**config.mk**
```make
export PLATFORM = sky130hd
export DESIGN_NAME = audio_i2s_tx
export DESIGN_NICKNAME = d
export VERILOG_FILES = /design/src/rtl/audio_pkg.sv /design/src/rtl/i2s_clkgen.sv /design/src/rtl/audio_i2s_tx.sv
export SDC_FILE = /design/constraint.sdc
export NUM_CORES = 1
export LEC_CHECK = 0
export BUFFER_PORTS_ARGS = -buffer_cell sky130_fd_sc_hd__buf_2
export CAP_MARGIN = 20
export CORE_UTILIZATION = 60
export CTS_BUF_LIST = sky130_fd_sc_hd__clkbuf_8 sky130_fd_sc_hd__clkbuf_16
export CTS_CLUSTER_SIZE = 10
export DETAILED_ROUTE_END_ITERATION = 8
export GPL_ROUTABILITY_DRIVEN = 0
export PLACE_DENSITY_LB_ADDON = 0.1
export SYNTH_ARGS = -nofsm -noshare
export SYNTH_HDL_FRONTEND = slang
export SYNTH_SLANG_ARGS = --single-unit
```
**constraint.sdc**
```tcl
create_clock -name clk -period 9.5 [get_ports clk]
set_clock_uncertainty 0.2 [all_clocks]
set_input_delay 1.9 -clock clk [delete_from_list [all_inputs] [get_ports clk]]
set_output_delay 1.9 -clock clk [all_outputs]
set_load 0.1 [all_outputs]
```
**src/rtl/audio_pkg.sv**
```systemverilog
// Shared audio constants and types used by the I2S transmitter and the oscillator datapath.
package audio_pkg;

    localparam int unsigned SAMPLE_W       = 32;
    localparam int unsigned I2S_SLOT_BITS  = 32;
    localparam int unsigned FRAME_BITS     = 2 * I2S_SLOT_BITS;
    localparam int unsigned BIT_CNT_W      = $clog2(FRAME_BITS);
    localparam int unsigned SAMPLE_RATE_HZ = 48000;

    // Phase increment for 1 Hz on a 32-bit accumulator advanced once per 48 kHz frame.
    localparam logic [31:0] BASE_FREQ_STEP = 32'd89478;

    typedef enum logic {
        SLOT_LEFT  = 1'b0,
        SLOT_RIGHT = 1'b1
    } i2s_slot_e;

    typedef logic signed [SAMPLE_W-1:0] sample_t;
    typedef logic [BIT_CNT_W-1:0]       bit_cnt_t;
    typedef logic [FRAME_BITS-1:0]      frame_t;

    function automatic i2s_slot_e slot_of(input bit_cnt_t cnt);
        return cnt[BIT_CNT_W-1] ? SLOT_RIGHT : SLOT_LEFT;
    endfunction

endpackage

```
**src/rtl/i2s_clkgen.sv**
```systemverilog
// BCLK divider and 64-slot bit counter; all I2S timing derives from falling_evt.
module i2s_clkgen
    import audio_pkg::*;
#(
    parameter int unsigned HALF_PERIOD = 16
)
(
    input  logic     clk,
    input  logic     reset,
    output logic     falling_evt,
    output bit_cnt_t bit_cnt,
    output logic     i2s_bclk,
    output logic     i2s_lrclk
);

    localparam int unsigned    DIV_W    = (HALF_PERIOD > 1) ? $clog2(HALF_PERIOD) : 1;
    localparam logic [DIV_W-1:0] DIV_LAST = DIV_W'(HALF_PERIOD - 1);

    logic [DIV_W-1:0] div_q, div_d;
    logic             bclk_q, bclk_d;
    bit_cnt_t         bit_q, bit_d;
    i2s_slot_e        lr_q, lr_d;
    logic             wrap;

    always_comb begin
        wrap        = (div_q == DIV_LAST);
        div_d       = wrap ? '0 : div_q + 1'b1;
        bclk_d      = bclk_q ^ wrap;
        falling_evt = wrap && bclk_q;
        bit_d       = bit_q;
        lr_d        = lr_q;
        // LRCLK follows the new counter value so it changes on the same falling edge.
        if (falling_evt) begin
            bit_d = bit_q + 1'b1;
            lr_d  = slot_of(bit_d);
        end
    end

    always_ff @(posedge clk or posedge reset) begin
        if (reset) begin
            div_q  <= '0;
            bclk_q <= 1'b0;
            bit_q  <= '0;
            lr_q   <= SLOT_LEFT;
        end else begin
            div_q  <= div_d;
            bclk_q <= bclk_d;
            bit_q  <= bit_d;
            lr_q   <= lr_d;
        end
    end

    assign bit_cnt   = bit_q;
    assign i2s_bclk  = bclk_q;
    assign i2s_lrclk = lr_q;

endmodule

```
**src/rtl/audio_i2s_tx.sv**
```systemverilog
// Mono I2S transmitter: single-entry sample buffer, frame loader and 64-bit output shifter.
module audio_i2s_tx
    import audio_pkg::*;
#(
    parameter int unsigned HALF_PERIOD = 16
)
(
    input  logic                clk,
    input  logic                reset,
    input  logic [SAMPLE_W-1:0] sample_in,
    input  logic                sample_valid,
    output logic                sample_ready,
    output logic                sample_req,
    output logic                underrun,
    output logic                i2s_bclk,
    output logic                i2s_lrclk,
    output logic                i2s_sdata
);

    logic     falling_evt;
    bit_cnt_t bit_cnt;
    logic     load;
    logic     accept;
    sample_t  word;

    sample_t  buf_q, buf_d;
    sample_t  last_q, last_d;
    frame_t   shift_q, shift_d;
    logic     ready_q, ready_d;
    logic     sdata_q, sdata_d;
    logic     req_q, req_d;
    logic     urun_q, urun_d;

    i2s_clkgen #(
        .HALF_PERIOD(HALF_PERIOD)
    ) u_clkgen (
        .clk        (clk),
        .reset      (reset),
        .falling_evt(falling_evt),
        .bit_cnt    (bit_cnt),
        .i2s_bclk   (i2s_bclk),
        .i2s_lrclk  (i2s_lrclk)
    );

    always_comb begin
        accept  = sample_valid && ready_q;
        // Load on the falling edge where bit_cnt advances 0 -> 1.
        load    = falling_evt && (bit_cnt == '0);
        word    = ready_q ? last_q : buf_q;

        buf_d   = buf_q;
        last_d  = last_q;
        shift_d = shift_q;
        ready_d = ready_q;
        sdata_d = sdata_q;
        req_d   = 1'b0;
        urun_d  = 1'b0;

        if (load) begin
            shift_d = {word, word};
            sdata_d = word[SAMPLE_W-1];
            last_d  = word;
            ready_d = 1'b1;
            req_d   = 1'b1;
            urun_d  = ready_q;
        end else if (falling_evt) begin
            shift_d = {shift_q[FRAME_BITS-2:0], 1'b0};
            sdata_d = shift_q[FRAME_BITS-2];
        end

        // Applied after the load so a colliding accept refills the buffer.
        if (accept) begin
            buf_d   = sample_in;
            ready_d = 1'b0;
        end
    end

    always_ff @(posedge clk or posedge reset) begin
        if (reset) begin
            buf_q   <= '0;
            last_q  <= '0;
            shift_q <= '0;
            ready_q <= 1'b1;
            sdata_q <= 1'b0;
            req_q   <= 1'b0;
            urun_q  <= 1'b0;
        end else begin
            buf_q   <= buf_d;
            last_q  <= last_d;
            shift_q <= shift_d;
            ready_q <= ready_d;
            sdata_q <= sdata_d;
            req_q   <= req_d;
            urun_q  <= urun_d;
        end
    end

    assign sample_ready = ready_q;
    assign sample_req   = req_q;
    assign underrun     = urun_q;
    assign i2s_sdata    = sdata_q;

endmodule

```
-- After elaboration in Yosys (flattened, before gate mapping)
Index checks and enable logic that the tools add are counted.
- reduce and logical (&&, ||, !) cells: 6
- equal/unequal tests: 1
- bitwise gates (word level): 1
- $add $sub $neg: 2
- muxes and demuxes: 11
- operator list (kind ; number):
    two-way mux 63 bit ; 2
    two-way mux 32 bit ; 1
    two-way mux 1 bit ; 7
    adder 6 x 1 -> 6 bit, second input constant ; 1
    logical NOT 6 bit ; 1
    adder 4 x 1 -> 4 bit, second input constant ; 1
    equality test 4 bit, second input constant ; 1
    two-way mux 4 bit ; 1
    nonzero test 2 bit ; 2
    logical AND 1 bit ; 3
    XOR 1 bit ; 1
- flip-flop bits (word level): 143

-- Logic depth before layout (Yosys ltp)
- depth in word-level cells: 5
- depth in mapped cells: 9
- gate-level depth less buffers: 6

-- Hierarchy
From an unflattened synthesis, not the netlist that was laid out.
- cells, all modules: 569
- area total of the unflattened synthesis: 6776.5 um^2
- modules (own cells, without submodules) (module ; area an instance (um^2) ; cells an instance ; instances ; seq. area each (um^2)):
    audio_i2s_tx ; 6311.1 ; 532 ; 1 ; 3279.4
    i2s_clkgen ; 465.4 ; 37 ; 1 ; 275.3

-- Worst setup path after synthesis
No wires, ideal clock.
- path type: input port to flip-flop
- start point: input sample_valid
- end point: register buf_q[0]
- data required time: 9.175 ns
- cell stages on the path: 3
- path buffers: 1
- setup time: 0.125 ns
- slack: 6.443 ns
- arrival: 2.733 ns
- path through: nand2_1 buf_1 mux2_2
- word-level cells in the longest chain between the ends: 1
- ends and longest elaborated chain (item ; line ; RTL):
    start, declared ; audio_i2s_tx.sv:11 ; input logic sample_valid,
    logical AND 1 bit ; audio_i2s_tx.sv:46 ; accept = sample_valid && ready_q;
    end signal, assigned ; audio_i2s_tx.sv:88 ; buf_q <= buf_d;
    end, declared ; audio_i2s_tx.sv:26 ; sample_t buf_q, buf_d;
No other way between the ends.
A chain may end at the register's enable or synchronous reset.

-- Worst setup path in the final report
- start point: register ready_q, in the netlist sample_ready
- end point: output sample_ready
- RTL lines (item ; line ; RTL):
    start, declared ; audio_i2s_tx.sv:29 ; logic ready_q, ready_d;
    start signal, assigned ; audio_i2s_tx.sv:91 ; ready_q <= ready_d;
    end, declared ; audio_i2s_tx.sv:12 ; output logic sample_ready,
No word-level cell between the ends.

==> impl_metrics.yaml <==
run_status:
  status: "finished, final reports clean"
synthesis:
  syn_inst: 468
  synth_top_area_share_pct: 52.8
  syn_nets: 507
  synth_area_leaders: "dfrtp_1 (53%), mux2_2 (9.8%), mux2i_1 (9.7%)"
  synth_top_family_by_area: "multiplexers"
  yosysSeqAreaShare_pct: 53.2
  synthDistinctLibCells: 32
  synthAdderAreaFrac_pct: 0.749
  synth.mux.area_fraction_pct: 20.5
  synth_xor_area_share_pct: 0.786
  syn_area_um2: 6680
  synth_compound_area_share_pct: 17.3
  yosysTopAreaCell: "dfrtp_1"
  yosysWarnings: 0
  synth_simple_gate_area_share_pct: 4.12
  ys_ff_latch: 142
  syn_avg_cell_area_um2: 14.3
routing:
  wl_mm: 12.0
  vias: 3809
  drc_errors: 0
  drt_iter0_markers: 176
  wl_per_cell_um: 18.4
  viasPerCell: 5.82
  drtAntennaViolNets: 0
  first_pass_iters: 4
place:
  portBuffers: 40
  place_ws_ns: 5.65
  hpwl_mm: 7.19
  placed_area_um2: 6940
clocking:
  cts_sinks: 142
  cts-root-buf: "clkbuf_8"
  cts_resized: 0
  cts_setup_buffers: 0
  cts_buffers: 17
  cts_buffer_depth: 2
  clock_latency_ns: 0.53
  clk_pin_slew_ns: 0.06
  htree_num_levels: 4
  postCtsHoldBufs: 0
  cts_tree: "built"
pwr:
  ir_drop_v: 0.000186
  leakagePower_uw: 0.00300
  power_density_nw_per_um2: 190
critical_path:
  worstSetupPathType: "reg2out"
  slowest_stage: "dfstp_2"
  critical_path.endpoint_type: "primary output"
  cpLargestDelayFamily: "flip-flops"
  crit_chain: "buf_2"
  cp_max_fo: 37
  start_kind: "flop"
  path_buf_inv: 1
  arrival_ns: 2.05
  cp.required_ns: 7.40
  max_stage_delay_ns: 0.97
grt:
  grt_max_degree: 79
  grt_overflow_total: 0
  grt_pass1_vias: 4171
  antenna_found_initial: 0
  grt_first_pass_wirelength_mm: 21.1
  track_usage_pct: 24.2
layout:
  layout_commonest_cell: "dfrtp_1"
  multiInputGateArea_um2: 2920
  syn2layout_area_growth_pct: 11.8
  drive_gt1_share_pct: 36.4
  fin_area_um2: 7470
  mostFrequentLayoutCells: "dfrtp_1 (141), mux2i_1 (65), mux2_2 (58)"
  seq_area_um2: 3550
  nets: 540
  antenna_cells: 0
  fill_cells: 769
hold_path:
  hp-class: "reg2reg"
die:
  die_area_um2: 11600
  initial_core_util_pct: 61.6
  dieHeight_um: 108
  ios: 41
  core_um2: 10800
  rows: 38
  die_w_um: 108
timing:
  final.setup.tns_ns: 0
  period_share_pct: 43.6
  rsz0062_at_grt: "false"
  worst-slew-pin-transition_ns: 0.945
  post-route-min-period_ns: 4.15
  setup_viol: 0
  max_freq_ghz: 0.241
  finalWorstSetupSlack_ns: 5.35
  drv_slew: 0
  hold_viol: 0
  slew_headroom_pct: 37.0
flow_run:
  drv_cap: 0
[final cells by class]
| class | count | area share [%] |
|---|---|---|
| well taps | 140 | 2.35 |
| repair buffers | 48 | 3.48 |
| multi-input cells | 285 | 39.1 |
| inverters | 7 | 0.419 |
| clock inverters | 12 | 0.972 |
| clock buffers | 20 | 6.10 |
| flip-flops and latches | 142 | 47.6 |
[final timing paths]
kind | start | to | slack [ns] | cells after the start
max | sample_ready | sample_ready | 5.35 | 1
min | last_q[25] | last_q[25] | 0.28 | 1
max reg2reg | u_clkgen.div_q[0] | shift_q[34] | 5.70 | 9
min reg2reg | last_q[25] | last_q[25] | 0.28 | 1
max in group asynchronous | reset | last_q[23] | 6.49 | 3
min in group asynchronous | reset | u_clkgen.i2s_lrclk | 1.30 | 2
[through the flow]
step | util, % | std cells | power [µW] | hold slack [ns]
global placement | 64.0 | 622 | 828 | 0.259
detailed placement | 64.0 | 622 | 837 | 0.267
global route | 68.9 | 654 | 1480 | 0.302
finish | 68.9 | 654 | 1420 | 0.279
CTS | 68.9 | 654 | 1430 | 0.280
floorplan | - | 468 | 801 | 0.244
[cells in the mapped netlist, drive strengths merged]
library cell / count
a2111oi: 31
a21oi: 63
inv: 7
nor2: 4
and2: 30
nand3b: 1
and3: 1
or4: 1
buf: 22
o22ai: 2
xor2: 3
dfrtp: 141
nand2: 5
nand4: 2
mux2i: 65
nand3: 1
or2: 1
clkbuf: 12
ha: 4
mux2: 64
o21ai: 3
xnor2: 3
nor2b: 1
dfstp: 1
[cell families after synthesis]
family / Yosys count
DFF: 142
buffers and inverters: 41
and+or+nand+nor: 47
AOI/OAI and AO/OA: 99
muxes: 129
adders and majority gates: 4
xor gates and xnor gates: 6
[state kept, by name (all words and copies together) (netlist names)]
register            flops
buf_q                  32
last_q                 32
underrun                1
u_clkgen.i2s_bclk       1
u_clkgen.div_q          4
sample_req              1
u_clkgen.bit_cnt        5
i2s_sdata               1
sample_ready            1
shift_q                63
u_clkgen.i2s_lrclk      1
[layer usage]
layer | global-route usage, % | vias to the layer above | part of all wire, %
met1 | 32.2 | 1966 | 47
met2 | 38.7 | 48 | 49
met3 | 5.45 | 13 | 2.6
met5 | 0 | - | 0
met4 | 8.90 | 0 | 1.2
li1 | - | 1782 | -
[where the power goes]
group / leakage [µW] / switching [µW] / internal (µW)
combinational: 0.000954 / 44.7 / 57.0
sequential: 0.00175 / 50.7 / 673
clock: 0.000297 / 233 / 358
Power figures use the tool's default switching activity.
